==> src/rtl/mem_arbiter.sv <==
// mem_arbiter: N-master fixed-priority / round-robin arbiter onto one memory port.
// Optional starvation guard is compiled in with MEM_ARBITER_STARVE_GUARD_EN.
module mem_arbiter #(
  parameter int N_MASTERS    = 4,
  parameter int AW           = 32,
  parameter int DW           = 32,
  parameter int RR_MODE      = 0,
  parameter int STARVE_LIMIT = 64
) (
  input  logic                      clk,
  input  logic                      rstn,
  input  logic [N_MASTERS*AW-1:0]   m_addr,
  input  logic [N_MASTERS*DW-1:0]   m_wdata,
  input  logic [2*N_MASTERS-1:0]    m_width,
  input  logic [N_MASTERS-1:0]      m_read,
  input  logic [N_MASTERS-1:0]      m_write,
  input  logic [N_MASTERS-1:0]      m_lock,
  output logic [N_MASTERS-1:0]      m_ok,
  output logic [DW-1:0]             m_rdata,
  output logic [AW-1:0]             s_addr,
  output logic [DW-1:0]             s_wdata,
  output logic [1:0]                s_width,
  output logic                      s_read,
  output logic                      s_write,
  input  logic [DW-1:0]             s_rdata,
  input  logic                      s_ok,
  output logic [$clog2(N_MASTERS)-1:0] grant
);

  localparam int GW = $clog2(N_MASTERS);

  typedef enum logic [1:0] {
    IDLE,
    BUSY,
    DONE
  } state_t;

  state_t               state_q, state_d;
  logic [1:0]           rst_sync_q, rst_sync_d;
  logic                 rst_ni;

  logic [AW-1:0]        s_addr_q, s_addr_d;
  logic [DW-1:0]        s_wdata_q, s_wdata_d;
  logic [1:0]           s_width_q, s_width_d;
  logic                 s_read_q, s_read_d;
  logic                 s_write_q, s_write_d;
  logic [DW-1:0]        m_rdata_q, m_rdata_d;
  logic [N_MASTERS-1:0] m_ok_q, m_ok_d;
  logic [GW-1:0]        grant_q, grant_d;
  logic [GW-1:0]        rr_ptr_q, rr_ptr_d;
  logic                 lock_q, lock_d;

  logic [N_MASTERS-1:0] req;
  logic [N_MASTERS-1:0] cand;
  logic [N_MASTERS-1:0] owner_oh;
  logic                 lock_eff;
  logic [GW-1:0]        win;
  logic                 win_vld;
  logic [GW-1:0]        idx;

  // Reset asserts immediately but releases two edges later.
  always_comb rst_sync_d = {rst_sync_q[0], 1'b1};

  always_ff @(posedge clk or negedge rstn) begin
    if (!rstn) begin
      rst_sync_q <= '0;
    end else begin
      rst_sync_q <= rst_sync_d;
    end
  end

  assign rst_ni = rst_sync_q[1];

  assign req = m_read | m_write;

  always_comb begin
    owner_oh = '0;
    owner_oh[grant_q] = 1'b1;
  end

  assign lock_eff = lock_q & m_lock[grant_q];
  assign cand     = lock_eff ? (req & owner_oh) : req;

`ifdef MEM_ARBITER_STARVE_GUARD_EN
  logic [7:0]           cnt_q [N_MASTERS];
  logic [7:0]           cnt_d [N_MASTERS];
  logic [N_MASTERS-1:0] force_m;

  always_comb begin
    force_m = '0;
    for (int i = 0; i < N_MASTERS; i++) begin
      force_m[GW'(i)] = req[GW'(i)] &&
                        (int'(cnt_q[GW'(i)]) >= STARVE_LIMIT);
    end
  end
`else
  logic unused_starve_limit;
  assign unused_starve_limit = (STARVE_LIMIT != 0);
`endif

  // Reverse scans let the first hit in search order win.
  always_comb begin
    win     = '0;
    win_vld = 1'b0;
    idx     = '0;
    if (RR_MODE == 0) begin
      for (int i = N_MASTERS - 1; i >= 0; i--) begin
        if (cand[GW'(i)]) begin
          win     = GW'(i);
          win_vld = 1'b1;
        end
      end
    end else begin
      for (int k = N_MASTERS; k >= 1; k--) begin
        idx = GW'((int'(rr_ptr_q) + k) % N_MASTERS);
        if (cand[idx]) begin
          win     = idx;
          win_vld = 1'b1;
        end
      end
    end
`ifdef MEM_ARBITER_STARVE_GUARD_EN
    for (int i = N_MASTERS - 1; i >= 0; i--) begin
      if (force_m[GW'(i)]) begin
        win     = GW'(i);
        win_vld = 1'b1;
      end
    end
`endif
  end

`ifdef MEM_ARBITER_STARVE_GUARD_EN
  always_comb begin
    for (int i = 0; i < N_MASTERS; i++) begin
      cnt_d[GW'(i)] = cnt_q[GW'(i)];
      if (!req[GW'(i)]) begin
        cnt_d[GW'(i)] = '0;
      end else if (state_q == IDLE && win_vld) begin
        if (win == GW'(i)) begin
          cnt_d[GW'(i)] = '0;
        end else if (cnt_q[GW'(i)] != 8'hFF) begin
          cnt_d[GW'(i)] = cnt_q[GW'(i)] + 8'd1;
        end
      end
    end
  end

  always_ff @(posedge clk or negedge rst_ni) begin
    if (!rst_ni) begin
      for (int i = 0; i < N_MASTERS; i++) begin
        cnt_q[GW'(i)] <= '0;
      end
    end else begin
      for (int i = 0; i < N_MASTERS; i++) begin
        cnt_q[GW'(i)] <= cnt_d[GW'(i)];
      end
    end
  end
`endif

  always_comb begin
    state_d   = state_q;
    s_addr_d  = s_addr_q;
    s_wdata_d = s_wdata_q;
    s_width_d = s_width_q;
    s_read_d  = s_read_q;
    s_write_d = s_write_q;
    m_rdata_d = m_rdata_q;
    m_ok_d    = '0;
    grant_d   = grant_q;
    rr_ptr_d  = rr_ptr_q;
    lock_d    = lock_q;
    unique case (state_q)
      IDLE: begin
        if (win_vld) begin
          state_d   = BUSY;
          grant_d   = win;
          rr_ptr_d  = win;
          lock_d    = 1'b0;
          s_addr_d  = m_addr[int'(win)*AW +: AW];
          s_wdata_d = m_wdata[int'(win)*DW +: DW];
          s_width_d = m_width[int'(win)*2 +: 2];
          s_read_d  = m_read[win];
          s_write_d = m_write[win] & ~m_read[win];
        end
      end
      BUSY: begin
        if (s_ok) begin
          state_d   = DONE;
          s_read_d  = 1'b0;
          s_write_d = 1'b0;
          m_ok_d    = owner_oh;
          if (s_read_q) begin
            m_rdata_d = s_rdata;
          end
        end
      end
      DONE: begin
        state_d = IDLE;
        lock_d  = m_lock[grant_q];
      end
      default: state_d = IDLE;
    endcase
  end

  always_ff @(posedge clk or negedge rst_ni) begin
    if (!rst_ni) begin
      state_q   <= IDLE;
      s_addr_q  <= '0;
      s_wdata_q <= '0;
      s_width_q <= '0;
      s_read_q  <= 1'b0;
      s_write_q <= 1'b0;
      m_rdata_q <= '0;
      m_ok_q    <= '0;
      grant_q   <= '0;
      rr_ptr_q  <= GW'(N_MASTERS - 1);
      lock_q    <= 1'b0;
    end else begin
      state_q   <= state_d;
      s_addr_q  <= s_addr_d;
      s_wdata_q <= s_wdata_d;
      s_width_q <= s_width_d;
      s_read_q  <= s_read_d;
      s_write_q <= s_write_d;
      m_rdata_q <= m_rdata_d;
      m_ok_q    <= m_ok_d;
      grant_q   <= grant_d;
      rr_ptr_q  <= rr_ptr_d;
      lock_q    <= lock_d;
    end
  end

  assign s_addr  = s_addr_q;
  assign s_wdata = s_wdata_q;
  assign s_width = s_width_q;
  assign s_read  = s_read_q;
  assign s_write = s_write_q;
  assign m_rdata = m_rdata_q;
  assign m_ok    = m_ok_q;
  assign grant   = grant_q;

endmodule

==> config.mk <==
export PLATFORM = sky130hd
export DESIGN_NAME = mem_arbiter
export DESIGN_NICKNAME = d
export VERILOG_FILES = /design/src/rtl/mem_arbiter.sv
export SDC_FILE = /design/constraint.sdc
export NUM_CORES = 1
export LEC_CHECK = 0
export CAP_MARGIN = 25
export CORE_AREA = 2 2 161 163
export CTS_BUF_LIST = sky130_fd_sc_hd__clkbuf_2 sky130_fd_sc_hd__clkbuf_4 sky130_fd_sc_hd__clkbuf_8
export DETAILED_ROUTE_END_ITERATION = 7
export DIE_AREA = 0 0 163 165
export PLACE_DENSITY = 0.59
export SYNTH_ARGS = -nofsm -noshare
export SYNTH_HDL_FRONTEND = slang
export SYNTH_SLANG_ARGS = --single-unit
==> constraint.sdc <==
create_clock -name clk -period 3.15 [get_ports clk]
set_input_delay 0.315 -clock clk [delete_from_list [all_inputs] [get_ports clk]]
set_output_delay 0.315 -clock clk [all_outputs]
set_load 0.1 [all_outputs]
After elaboration in Yosys (flattened, before gate mapping)

Index checks and enable logic that the tools add are counted.

Bits in registers: 111
Latch bits: 0
Memory bits (writable): 0
ROM bits: 0
Memories: 0

Add/sub/neg operators: 0
Multiply operators: 0
Divide/modulo/power cells: 0
Order comparisons: 3
Equal/unequal tests: 4
Shifts and indexed selects: 3
Multiplexer cells: 25
Bitwise gates (word level): 5
Reductions and logical operators: 9

Operators with widths:

| operator                                                              | number |
|---|---|
| 128-bit by 8-bit indexed part select with 32-bit output               | 2 |
| 1-bit two-way mux                                                     | 10 |
| 2-bit two-way mux                                                     | 5 |
| 4-bit two-way mux                                                     | 2 |
| 8-bit by 4-bit indexed part select with 2-bit output                  | 1 |
| 1-bit binary-select mux with 2-bit select                             | 3 |
| 2-bit by 3-bit < comparator with 1-bit output, second input constant  | 2 |
| 1-bit case mux with 2 select lines                                    | 3 |
| 2-bit AND reduction                                                   | 3 |
| 3-bit AND reduction                                                   | 2 |
| 2-bit != test, second input constant                                  | 2 |
| 2-bit case mux with 2 select lines                                    | 1 |
| 2-bit nonzero test                                                    | 2 |
| 1-bit AND                                                             | 2 |
| 2-bit AND                                                             | 1 |
| 1-bit demux with 2-bit select                                         | 1 |
| 2-bit by 1-bit equality test with 1-bit output, second input constant | 1 |
| 2-bit equality test, second input constant                            | 1 |
| 2-bit by 1-bit >= comparator with 1-bit output, second input constant | 1 |
| 2-bit logical NOT                                                     | 1 |
| 2-bit bitwise OR                                                      | 1 |
| 1-bit logical AND                                                     | 1 |
| 1-bit inverter                                                        | 1 |

Longest topological paths before layout

Depth after elaboration: 14
Mapped depth: 7

Worst setup path after synthesis

OpenSTA, ideal clock, no wires.

Path type: reg-to-reg
Start: reg grant_q[0], in the netlist grant[0]
End: reg s_addr_q[14], in the netlist s_addr[14]
Setup time: 132 ps
Arrival time: 1890 ps
Data required time: 3018 ps
Slack: 1127 ps
Cell stages (with the launch flop): 8
Buffers on the path: 3
Clock period less this slack: 2023 ps
Cell sequence: dfrtp_1 nand3_2 o21a_1 buf_6 buf_6 buf_6 mux2i_1 o21ai_1

Longest elaborated chain between the ends: 8
Elaborated cells between the ends (all ways): 14
Classes of those cells: 2 x order compare; 1 x shift; 7 x mux; 2 x bitwise; 2 x reduce/logical

Ends and longest elaborated chain:

| element                                                                                                                                      | line | RTL |
|---|---|---|
| start: declaration                                                                                                                           | 49   | `logic [GW-1:0] grant_q, grant_d;` |
| start signal: assignment                                                                                                                     | 228  | `grant_q <= grant_d;` |
| 2-bit by 3-bit < comparator with 1-bit output (not written as such) / 2-bit by 1-bit >= comparator with 1-bit output (equally long branches) | 78   | `owner_oh[grant_q] = 1'b1;` |
| 1-bit logical AND (not written as such)                                                                                                      | 78   |  |
| 1-bit two-way mux (not written as such)                                                                                                      | 78   |  |
| 1-bit demux with 2-bit select                                                                                                                | 78   |  |
| 2-bit AND                                                                                                                                    | 82   | `assign cand = lock_eff ? (req & owner_oh) : req;` |
| 2-bit two-way mux *                                                                                                                          | 82   |  |
| 2-bit two-way mux / 1-bit two-way mux (equally long branches)                                                                                | 108  | `if (cand[GW'(i)]) begin` |
| 128-bit by 8-bit indexed part select with 32-bit output / 2-bit AND reduction (equally long branches)                                        | n/a  |  |
| end signal: assignment                                                                                                                       | 221  | `s_addr_q <= s_addr_d;` |
| end: declaration                                                                                                                             | 42   | `logic [AW-1:0] s_addr_q, s_addr_d;` |

Every way passes the cells marked *; elsewhere a longest branch is shown, timed or not. The select of a mux whose other input is x is not followed.
A chain may end at the register's enable or synchronous reset.

Worst setup path in the final report

Start: reg m_rdata_q[1], in the netlist m_rdata[1]
End: out m_rdata[1]

RTL lines:

| element                  | line | RTL |
|---|---|---|
| start: declaration       | 47   | `logic [DW-1:0] m_rdata_q, m_rdata_d;` |
| start signal: assignment | 226  | `m_rdata_q <= m_rdata_d;` |
| end: declaration         | 19   | `output logic [DW-1:0] m_rdata,` |

No word-level cell between the ends.

==> results.md <==
- Number of endpoints failing setup at the final stage: 0
- Routed via count divided by cell count: 3.835
- Initial cell density of the core: 19.04%
- Synthesized area per cell: 12.13 µm²
- Setup clock skew after layout: 0.02273 ns
- Die area: 26,900 µm²
- Synth top area cells: sky130_fd_sc_hd__dfrtp_1 57%, sky130_fd_sc_hd__mux2i_1 14%, sky130_fd_sc_hd__mux2_4 9.4%, sky130_fd_sc_hd__nand2_1 5.6%, sky130_fd_sc_hd__o21ai_0 4.9%
- Cell depth of the worst flop-to-flop path: 5
- Dpl cells: 979
- Clock buffer count from CTS: 9
- Layout overhead on the synthesized area: 68.74%
- Number of placement rows: 58
- Reg2Reg Capture Point: s_addr[19]$_DFFE_PN0P_
- Worst skew pair latency: 0.38 ns
- Largest fanout on the critical path: 2
- Post-DP HPWL: 11,410 µm
- Seq/Total Area, Yosys: 56.69%
- Total buffers and inverters traversed by the critical path: 1
- CP required: 2.83 ns
- Number of flops mapped to enable cells by yosys: 0
- DRC: 0
- Maximum level of the CTS H-tree: 3
- RR Startpoint: grant[0]$_DFFE_PN0P_
- CP max stage delay: 1.17 ns
- Status: finished clean
- Critical Setup Path Class: register to output port
- LEAKAGE: 3.694 nW
- Warnings, synthesis: 0
- Setup Total Neg Slack: 0 ns
- Wire per inst: 15.10 µm
- Drt first pass iters: 4
- Number of instances in the synthesized netlist: 393
- Overflow left after global routing: 0
- TritonCTS clock tree: yes
- Data arrival at the endpoint of the critical path: 1.95 ns
- List of cells traversed by the critical path: clkdlybuf4s50_1
- Maximum number of pins on one net before global-route repair: 63
- Max Cap Viol: 0
- Antenna-violating nets left: 0
- Most frequent cell after synthesis: sky130_fd_sc_hd__dfrtp_1
- Setup repair after global routing missed its margin: false
- Overall die width: 163 µm
- Worst vdd ir: 0.6681 mV
- Number of slew-limit violations in the final report: 0
- Post-route insts no fill: 995
- Number of endpoints with negative hold slack in the final report: 0
- Number of port buffers: 275
- Post-route design area: 8044 µm²
- Worst hold path type: input port to async pin
- Seq cells post-synth: 108
- Share of the cycle needed by the critical path after routing: 71.92%
- Filler cells: 2,613
- CP Capture Type: output port
- Slew of the pin with the lowest slew margin: 1.027 ns
- Cell at the root of the clock tree: sky130_fd_sc_hd__clkbuf_8
- Height of the chip: 165 µm
- Number of global-route vias before repair: 3,969
- Family with the most delay on the worst path: buffers and inverters
- CTS-repair resized insts: 0
- Slack of the worst reg-to-reg path: 1.31 ns
- Area share of the largest cell type after synthesis: 56.69%
- Share of total power in sequential cells: 23.8%
- Number of buffers on the longest clock path: 2
- Iter 0 DRT Violations: 107
- Cell Area, Placed: 7816 µm²
- Area of the core region: 25,040 µm²
- Cts hold-fix bufs: 0
- N_diodes: 0
- Clock transition at path regs: 0.12 ns
- Fraction of power consumed by the clock network: 10.6%
- Num Clock Sinks: 108
- Total power divided by cell area: 1165 nW/µm²
- Number of antenna violations at the first check in global routing: 0
- Total routing resource utilization after global routing: 11.01%
- Internal power of the cells: 0.003867 W
- Count of boundary I/O pins: 417
- Switching power of the nets: 0.005506 W
- Time the final worst path needs with I/O delays and setup: 2.266 ns
- Top cell types by occurrence after synthesis: 108 x sky130_fd_sc_hd__dfrtp_1, 71 x sky130_fd_sc_hd__nand2_1, 66 x sky130_fd_sc_hd__mux2i_1, 47 x sky130_fd_sc_hd__o21ai_0, 30 x sky130_fd_sc_hd__mux2_4
- Slowest CP cell: sky130_fd_sc_hd__clkdlybuf4s50_1
- Startpoint kind of the worst setup timing path: register
- Hold_ws: 0.09241 ns
- Placer's final routability congestion estimate: 0.6954
- Via count: 3,816
- Mapped Area: 4767 µm²
- Count of different cell masters after synthesis: 26
- Share of layout cells above drive strength 1: 12.78%
- Wire length after detailed routing: 15,030 µm
- Post-CTS setup buffer count: 0
- Combinational cell fraction of total power: 65.7%
- Cell type with the largest total area after synthesis: sky130_fd_sc_hd__dfrtp_1
- First-pass GRT wire length: 22,340 µm
- Relative slew slack: 31.33%
- Layout Nets: 971
- Leading register cell type out of synthesis: sky130_fd_sc_hd__dfrtp_1
- Async set-reset flop share out of synthesis: 100.0%
- Sw Share: 58.74%
- Top achievable clock speed: 441.4 MHz
-- layout make-up --
cell class | instances | area [µm²] | share of cell area (%)
inverter | 1 | 3.754 | 0.04666
clock buffer | 9 | 123.9 | 1.540
tap | 330 | 412.9 | 5.133
clock inverter | 7 | 103.9 | 1.291
timing repair buffer | 283 | 2813 | 34.97
sequential | 108 | 2706 | 33.64
multi-input combinational | 257 | 1881 | 23.38
-- state kept, by name (all words and copies together), names as in the netlist --
register and count:
m_rdata 32, s_addr 32, s_wdata 32, m_ok 2, rst_sync_q 2, s_width 2, state_q 2, grant 1
lock_q 1, s_read 1, s_write 1
-- cells in the final DEF (no fill, tap or decap) --
master / instances
sky130_fd_sc_hd__clkbuf_8: 9
sky130_fd_sc_hd__mux2i_1: 66
sky130_fd_sc_hd__o211ai_2: 1
sky130_fd_sc_hd__clkinvlp_4: 2
sky130_fd_sc_hd__nor3_1: 1
sky130_fd_sc_hd__nor2_2: 1
sky130_fd_sc_hd__nor2_1: 1
sky130_fd_sc_hd__a22oi_1: 1
sky130_fd_sc_hd__inv_1: 1
sky130_fd_sc_hd__buf_12: 4
sky130_fd_sc_hd__dfrtp_1: 107
sky130_fd_sc_hd__mux2_2: 3
sky130_fd_sc_hd__clkdlybuf4s50_1: 255
sky130_fd_sc_hd__dfrtp_4: 1
sky130_fd_sc_hd__nand2_1: 71
sky130_fd_sc_hd__bufinv_16: 2
sky130_fd_sc_hd__o21ai_0: 47
sky130_fd_sc_hd__mux2_4: 30
sky130_fd_sc_hd__or2_4: 1
sky130_fd_sc_hd__o221a_2: 1
sky130_fd_sc_hd__o21a_4: 1
sky130_fd_sc_hd__buf_4: 24
sky130_fd_sc_hd__conb_1: 4
sky130_fd_sc_hd__o21ai_1: 23
sky130_fd_sc_hd__a21oi_1: 1
sky130_fd_sc_hd__nor2b_1: 1
sky130_fd_sc_hd__nand2_2: 1
sky130_fd_sc_hd__inv_6: 2
sky130_fd_sc_hd__nand3_2: 1
sky130_fd_sc_hd__and2_1: 1
sky130_fd_sc_hd__inv_8: 1
-- kinds of logic after synthesis --
| family | count (synthesis) | synth area share (%) |
|---|---|---|
| compound gates | 75 | 8.268 |
| buf+inv | 30 | 4.226 |
| flops | 108 | 56.69 |
| mux | 99 | 24.02 |
| other cells | 2 | 0.1575 |
| simple gates | 79 | 6.641 |
-- power by group through the flow --
stage               Sequential [W]  Combinational (W)  Clock [W]
finish                     0.00223            0.00616   0.000989
global route               0.00231            0.00636    0.00111
CTS                        0.00224            0.00621    0.00106
detailed placement         0.00226            0.00620          0
global placement           0.00224            0.00620          0
floorplan                  0.00609           0.000801          0
-- layer usage --
layer | vias up | track usage [%] | share of wire [%]
met5 | - | 0 | 0
met4 | 0 | 3.419 | 1.6
met3 | 13 | 4.997 | 11
met2 | 195 | 18.30 | 46
met1 | 1732 | 12.68 | 41
li1 | 1876 | - | -
-- worst max path at each step --
stage | cells after the start | slack, ns | to | start
after floorplan | 7 | 1.13 | s_addr[14]$_DFFE_PN0P_ | grant[0]$_DFFE_PN0P_
after global placement | 6 | 1.03 | s_addr[4]$_DFFE_PN0P_ | m_lock[1]
after detailed placement | 6 | 1.04 | s_addr[19]$_DFFE_PN0P_ | m_lock[1]
after CTS | 1 | 0.84 | m_rdata[1] | m_rdata[1]$_DFFE_PN0P_
after global routing | 1 | 0.81 | s_write | s_write$_DFFE_PN0P_
final | 1 | 0.88 | m_rdata[1] | m_rdata[1]$_DFFE_PN0P_
-- metrics by stage --
step / util (%) / total power [W] / setup WS, ns
2_1_floorplan: - / 0.006889 / 1.127
5_1_grt: 32.13 / 0.009780 / 0.8050
3_3_place_gp: 31.22 / 0.008437 / 1.028
3_5_place_dp: 31.22 / 0.008453 / 1.038
6_report: 32.13 / 0.009373 / 0.8844
4_1_cts: 32.13 / 0.009506 / 0.8382
Power figures use the tool's default switching activity.
